## src/rtl/axi_forwarding_cam_v2.sv

```systemverilog
// SID forwarding lookup: watches the FIFO head, looks the DST field up in a block-RAM CAM
// and raises a one-hot forward request; keeps saturating per-output and miss statistics.
module axi_forwarding_cam_v2 #(
  parameter int BASE         = 0,
  parameter int WIDTH        = 64,
  parameter int NUM_OUTPUTS  = 4,
  parameter int FIELD_W      = 8,
  parameter int DST_LSB      = 0,
  parameter int DEFAULT_PORT = 0,
  localparam int PORT_W      = (NUM_OUTPUTS > 2) ? $clog2(NUM_OUTPUTS) : 1
) (
  input  logic                   clk,
  input  logic                   reset,
  input  logic                   clear,
  input  logic [WIDTH-1:0]       o_tdata,
  input  logic                   o_tvalid,
  input  logic                   o_tready,
  input  logic                   o_tlast,
  input  logic                   pkt_present,
  input  logic [FIELD_W-1:0]     local_addr,
  input  logic                   set_stb,
  input  logic [15:0]            set_addr,
  input  logic [31:0]            set_data,
  output logic [NUM_OUTPUTS-1:0] forward_valid,
  input  logic [NUM_OUTPUTS-1:0] forward_ack,
  input  logic                   rb_rd_stb,
  input  logic [PORT_W:0]        rb_addr,
  output logic [31:0]            rb_data
);

  localparam int CAM_AW = FIELD_W + 1;
  localparam int DEPTH  = 1 << CAM_AW;
  localparam int ENT_W  = PORT_W + 1;
  localparam int NCNT   = NUM_OUTPUTS + 1;

  typedef enum logic {MON_WAIT_SOF, MON_WAIT_EOF} mon_state_t;
  typedef enum logic [1:0] {DMX_IDLE, DMX_LOOKUP, DMX_FORWARD, DMX_WAIT} dmx_state_t;

  // Power-up table: host entry h routes to h>>4 when that port exists.
  function automatic logic [ENT_W-1:0] default_entry(input logic [CAM_AW-1:0] addr);
    int p;
    p = int'(addr[FIELD_W-1:0]) >> 4;
    if (addr[FIELD_W] && (p < NUM_OUTPUTS))
      return {1'b1, PORT_W'(p)};
    return '0;
  endfunction

  logic w_rst;
  assign w_rst = reset | clear;

  // Packet monitor and one-shot header capture
  mon_state_t r_mon_state, w_mon_next;
  dmx_state_t r_dmx_state, w_dmx_next;
  logic       r_armed;
  logic       w_beat, w_sof, w_capture;
  logic [2*FIELD_W-1:0] r_dst;

  assign w_beat    = o_tvalid & o_tready;
  assign w_sof     = (r_mon_state == MON_WAIT_SOF) & w_beat;
  assign w_capture = (r_mon_state == MON_WAIT_SOF) & o_tvalid & pkt_present & r_armed &
                     (r_dmx_state == DMX_IDLE);

  always_comb begin
    w_mon_next = r_mon_state;
    case (r_mon_state)
      MON_WAIT_SOF: if (w_beat && !o_tlast) w_mon_next = MON_WAIT_EOF;
      MON_WAIT_EOF: if (w_beat && o_tlast) w_mon_next = MON_WAIT_SOF;
      default:      w_mon_next = MON_WAIT_SOF;
    endcase
  end

  // Re-arming on the SOF handshake wins so a capture on that same beat still arms the next packet.
  always_ff @(posedge clk) begin
    if (w_rst) begin
      r_mon_state <= MON_WAIT_SOF;
      r_armed     <= 1'b1;
    end else begin
      r_mon_state <= w_mon_next;
      if (w_sof)
        r_armed <= 1'b1;
      else if (w_capture)
        r_armed <= 1'b0;
    end
  end

  always_ff @(posedge clk) begin
    if (w_capture)
      r_dst <= o_tdata[DST_LSB +: 2*FIELD_W];
  end

  // CAM address and setting-bus write
  logic [FIELD_W-1:0] w_net, w_host;
  logic               w_local;
  logic [CAM_AW-1:0]  w_rd_addr, w_wr_addr;
  logic               w_set_hit;
  logic [ENT_W-1:0]   w_wr_entry;

  assign w_host     = r_dst[FIELD_W-1:0];
  assign w_net      = r_dst[2*FIELD_W-1:FIELD_W];
  assign w_local    = (w_net == local_addr);
  assign w_rd_addr  = {w_local, w_local ? w_host : w_net};
  assign w_set_hit  = set_stb && (set_addr[15:CAM_AW] == (16-CAM_AW)'(BASE >> CAM_AW));
  assign w_wr_addr  = set_addr[CAM_AW-1:0];
  assign w_wr_entry = {set_data[31], set_data[PORT_W-1:0]};

  // RAM holds each entry XORed with its power-up value, so zeroed block RAM
  // reads back as the default table without a separate init pass.
  logic [ENT_W-1:0]  r_mem [DEPTH];
  logic [ENT_W-1:0]  r_rd_raw;
  logic [CAM_AW-1:0] r_rd_addr;
  logic [ENT_W-1:0]  w_rd_entry;

  always_ff @(posedge clk) begin
    r_rd_raw  <= r_mem[w_rd_addr];
    r_rd_addr <= w_rd_addr;
    if (w_set_hit)
      r_mem[w_wr_addr] <= w_wr_entry ^ default_entry(w_wr_addr);
  end

  assign w_rd_entry = r_rd_raw ^ default_entry(r_rd_addr);

  logic [PORT_W-1:0]      w_rd_port;
  logic                   w_miss;
  logic [NUM_OUTPUTS-1:0] w_fwd_onehot;

  assign w_rd_port = w_rd_entry[PORT_W-1:0];
  assign w_miss    = !w_rd_entry[PORT_W] ||
                     ({{(32-PORT_W){1'b0}}, w_rd_port} >= 32'(NUM_OUTPUTS));

  genvar gi;
  generate
    for (gi = 0; gi < NUM_OUTPUTS; gi++) begin : g_onehot
      assign w_fwd_onehot[gi] = w_miss ? (gi == DEFAULT_PORT) : (w_rd_port == PORT_W'(gi));
    end
  endgenerate

  // Demux FSM
  logic [NUM_OUTPUTS-1:0] r_fwd, w_fwd_next;
  logic                   r_rd_valid;
  logic                   w_miss_evt;

  always_comb begin
    w_dmx_next = r_dmx_state;
    w_fwd_next = r_fwd;
    w_miss_evt = 1'b0;
    case (r_dmx_state)
      DMX_IDLE:   if (w_capture) w_dmx_next = DMX_LOOKUP;
      DMX_LOOKUP: if (r_rd_valid) begin
        w_dmx_next = DMX_FORWARD;
        w_fwd_next = w_fwd_onehot;
        w_miss_evt = w_miss;
      end
      DMX_FORWARD: if ((forward_ack & r_fwd) != '0) begin
        w_dmx_next = DMX_WAIT;
        w_fwd_next = '0;
      end
      DMX_WAIT:   if (forward_ack == '0) w_dmx_next = DMX_IDLE;
      default:    w_dmx_next = DMX_IDLE;
    endcase
  end

  always_ff @(posedge clk) begin
    if (w_rst) begin
      r_dmx_state <= DMX_IDLE;
      r_fwd       <= '0;
      r_rd_valid  <= 1'b0;
    end else begin
      r_dmx_state <= w_dmx_next;
      r_fwd       <= w_fwd_next;
      r_rd_valid  <= (r_dmx_state == DMX_LOOKUP) && !r_rd_valid;
    end
  end

  assign forward_valid = r_fwd;

  // Statistics: index NUM_OUTPUTS is the miss counter
  logic [31:0] w_cnt_rb [NCNT];

  generate
    for (gi = 0; gi < NCNT; gi++) begin : g_cnt
      logic        r_cnt_reg_unused_guard;
      logic [31:0] r_cnt;
      logic        r_clr_pend;
      logic        w_inc;
      wire  [31:0] w_cnt_next;

      if (gi < NUM_OUTPUTS) begin : g_out
        assign w_inc = forward_ack[gi] & r_fwd[gi];
      end else begin : g_miss
        assign w_inc = w_miss_evt;
      end

      // A pending clear restarts from the event in the same cycle so none is lost.
      assign w_cnt_next = r_clr_pend ? {31'd0, w_inc} :
                          (w_inc && (r_cnt != 32'hFFFF_FFFF)) ? r_cnt + 32'd1 : r_cnt;

      always_ff @(posedge clk) begin
        if (w_rst) begin
          r_cnt      <= '0;
          r_clr_pend <= 1'b0;
        end else begin
          r_cnt      <= w_cnt_next;
          r_clr_pend <= rb_rd_stb && (rb_addr == (PORT_W+1)'(gi));
        end
      end

      assign r_cnt_reg_unused_guard = 1'b0;
      assign w_cnt_rb[gi] = r_cnt;
    end
  endgenerate

  always_comb begin
    rb_data = '0;
    for (int i = 0; i < NCNT; i++)
      if (rb_addr == (PORT_W+1)'(i))
        rb_data = w_cnt_rb[i];
  end

  logic w_unused;
  assign w_unused = ^{o_tdata, set_data};

endmodule

```

## config.mk

```make
export PLATFORM = sky130hd
export DESIGN_NAME = axi_forwarding_cam_v2
export DESIGN_NICKNAME = d
export VERILOG_FILES = /design/src/rtl/axi_forwarding_cam_v2.sv
export SDC_FILE = /design/constraint.sdc
export NUM_CORES = 2
export LEC_CHECK = 0
export CORE_MARGIN = 2
export CORE_UTILIZATION = 25
export DETAILED_ROUTE_END_ITERATION = 10
export MAX_ROUTING_LAYER = met4
export PLACE_DENSITY = 0.41
export SETUP_SLACK_MARGIN = 0.4
export SLEW_MARGIN = 5
export SYNTH_ARGS = -nofsm -noshare
export SYNTH_HDL_FRONTEND = slang
export SYNTH_SLANG_ARGS = --single-unit
```

## constraint.sdc

```tcl
create_clock -name clk -period 25.2 [get_ports clk]
set_clock_uncertainty 0.15 [all_clocks]
set_input_delay 5.04 -clock clk [delete_from_list [all_inputs] [get_ports clk]]
set_output_delay 5.04 -clock clk [all_outputs]
set_load 0.05 [all_outputs]
```

==> results.cfg <==
[critical_path]
worst-path-stages = 6
r2r_setup_slack_ns = 17.86
cp_slowest_cell = and2_0
worstPathRequired_ns = 20.01
r2r-start = r_dst[12]$_DFFE_PP_
crit_path_end = rb_data[4]
cp_top_family = buffers and inverters
crit_path_max_incr_delay_ns = 1.00
startpoint_type = primary input
path_class = in2out
worst-path-buf-inv = 3
critPathArrivalTime_ns = 8.08
end_kind = output pin
r2r_end = r_rd_raw[2]$_DFF_P_
cp-startpoint = rb_addr[0]
crit_fanout = 33
path_cells = buf_2 -> buf_4 -> and2_0 -> a21oi_1 -> o22ai_1 -> clkdlybuf4s50_1
worst-r2r-cell-count = 15

[routing]
via_per_inst = 4.92
wirelength_mm = 250
drt_iter0_markers = 4450
routedWlPerCell_um = 25.8
dr.pass1.iters = 6
remaining_drc_errors = 0
num_vias = 47700
drtAntennaViolNets = 0

[outcome]
status = finished clean

[worst_hold_path]
worstHoldPathType = reg2reg
min-delay-start = g_cnt[0].r_cnt[29]$_SDFFE_PP0P_

[placed_design]
gp_congestion = 0.810
dp_cells = 9329
placed_area_um2 = 78700
portBuffers = 94
hpwlAfterDp_mm = 152
dp_slack_ns = 11.90

[die]
io_pins = 172
die_h_um = 546
core_area_um2 = 292000
start_util = 0.252
die_w_um = 546
die_area_um2 = 298000
rows = 198

[clocking]
cts_root_buffer = clkbuf_16
cts_tree = yes
cts_setup_buffers = 0
clockBufferDepth = 3
clk_latency_ns = 0.85
cts_made_buffers = 192
h-tree-depth = 4
postCtsHoldBufs = 0
post_cts_resized = 0
path_clk_slew_ns = 0.05
clock-sinks = 1734

[synth]
synthArstFlopShare = 0
ys_warn_count = 0
synth_top_area_share = 0.635
synth_edf_count = 1552
syn_avg_cell_area_um2 = 13.1
synth_seq_area_share = 0.685
synth_seq_cells = 1734
synthDistinctLibCells = 91
synth_top_area_cell = edfxtp_1
synth_area_leaders = edfxtp_1 64%, dfxtp_1 5.0%, nor2_1 3.7%
ys.flop_type = edfxtp_1
netlist_area_um2 = 73400
syn-num-nets = 5737
synthCells = 5591

[global_routing]
antenna_found_initial = 24
grt_pass1_wl_mm = 355
first_global_vias = 47300
grt_max_degree = 179
grt.total_usage = 0.168
grt_overflow = 0

[final_layout]
finalNonFillerCells = 9695
final_cell_area_um2 = 84900
finalNetCount = 5769
area_growth_pct = 15.6
drive_above_1_share = 0.102

[pwr]
leakage_nw = 26.3
ir_drop_mv = 0.0732
power_density_nw_per_um2 = 73.8

[sta]
fmax_mhz = 75.4
tightest_slew_ns = 1.28
period_needed_ns = 13.27
rsz0062_at_grt = false
whs_ns = 0.357
setup_viol = 0
layout_setup_ws_ns = 11.93
slew_violations = 0
setup_tns_ns = 0
final-hold-violation-count = 0
slew-limit-headroom = 0.136
min_period_over_period = 0.526

[run]
cap_violations = 0
==> per-layer routing <==
layer | track usage | routed length (µm)
met5 | - | 0
met4 | 0.0361 | 4760
met3 | 0.0258 | 14600
met2 | 0.265 | 117000
met1 | 0.227 | 114000
==> metrics by stage <==
stage / power (mW) / utilization
global route: 6.46 / 0.291
finish: 6.27 / 0.291
detailed placement: 3.55 / 0.270
floorplan: 3.46 / -
CTS: 6.33 / 0.291
global placement: 3.55 / 0.270
==> cells by family after synthesis <==
family | after synthesis | share of synthesized area
xor gates and xnor gates | 135 | 0.0162
and+or+nand+nor | 2163 | 0.135
muxes | 227 | 0.0475
DFF | 1734 | 0.685
AOI/OAI and AO/OA | 881 | 0.0869
adders and majority gates | 10 | 0.00170
buffers and inverters | 441 | 0.0280
==> flip-flops by register name, summed over array words and instances, names as in the netlist, named ones only <==
register / count
r_rd_addr: 5
r_rd_raw: 3
forward_valid: 4
g_cnt.r_cnt: 160
r_mem: 1536
r_armed: 1
r_dst: 16
r_rd_valid: 1
g_cnt.r_clr_pend: 5
r_dmx_state: 2
==> tightest hold or removal path: stages (launching register included) <==
cell and delay, ns:
dfxtp_1 0.32, o21ai_0 0.07, a21oi_1 0.06
==> worst min path at each step <==
stage,to,slack (ns),cells past startpoint
after floorplan,g_cnt[4].r_cnt[0]$_SDFFE_PP0P_,0.28,1
after global placement,g_cnt[3].r_cnt[9]$_SDFFE_PP0P_,0.34,2
after detailed placement,g_cnt[0].r_cnt[29]$_SDFFE_PP0P_,0.35,2
after CTS,g_cnt[0].r_cnt[29]$_SDFFE_PP0P_,0.36,2
after global routing,g_cnt[4].r_cnt[30]$_SDFFE_PP0P_,0.38,2
final,g_cnt[0].r_cnt[29]$_SDFFE_PP0P_,0.36,2
==> report_power, final <==
group	internal, mW	total [mW]	leakage, nW	switching, mW
sequential	3.16	3.16	15.4	0.00572
combinational	0.0785	0.321	7.83	0.242
clock	1.60	2.78	3.01	1.19
total	4.83	6.27	26.3	1.43
==> cell usage after synthesis (all sizes together) (20+ instances only) <==
| library cell | number |
|---|---|
| and3 | 247 |
| xnor2 | 50 |
| nor4 | 33 |
| or3 | 45 |
| nand2b | 20 |
| xor2 | 85 |
| edfxtp | 1552 |
| nand2 | 689 |
| o21ai | 93 |
| a311oi | 93 |
| mux2i | 127 |
| a21oi | 127 |
| o22ai | 34 |
| a31oi | 30 |
| nor2 | 735 |
| clkbuf | 223 |
| a2111oi | 26 |
| dfxtp | 182 |
| a211oi | 252 |
| nor3 | 36 |
| mux4 | 97 |
| nand3 | 197 |
| a22oi | 78 |
| inv | 42 |
| nand4 | 63 |
| a32oi | 22 |
| and4 | 23 |
| buf | 175 |
==> placed cells by master, fill, tap and decap left out, types with 20 or more instances in the layout <==
cell type	n
a2111oi_0	26
a211oi_1	248
a21oi_1	125
a22oi_1	78
a311oi_1	93
a31oi_1	30
a32oi_1	22
and3_1	247
and4_1	23
buf_4	136
clkbuf_1	41
clkbuf_16	196
clkdlybuf4s50_1	92
clkinv_1	53
clkinv_2	30
dfxtp_1	182
edfxtp_1	1552
inv_1	40
mux2i_1	127
mux4_2	97
nand2_1	672
nand2b_1	20
nand3_1	191
nand4_1	63
nor2_1	729
nor3_1	32
nor4_1	29
o21ai_0	89
o22ai_1	33
or3_1	45
xnor2_1	47
xor2_1	84
==> area by class of cell <==
type | count | area (µm²)
fill | 29700 | 207000
sequential | 1734 | 50200
multi-input combinational | 3416 | 21300
clock buffer | 245 | 5160
tap | 3900 | 4880
timing repair buffer | 236 | 2070
clock inverter | 115 | 1010
inverter | 43 | 161
antenna | 6 | 15.0
Power figures use the tool's default switching activity.
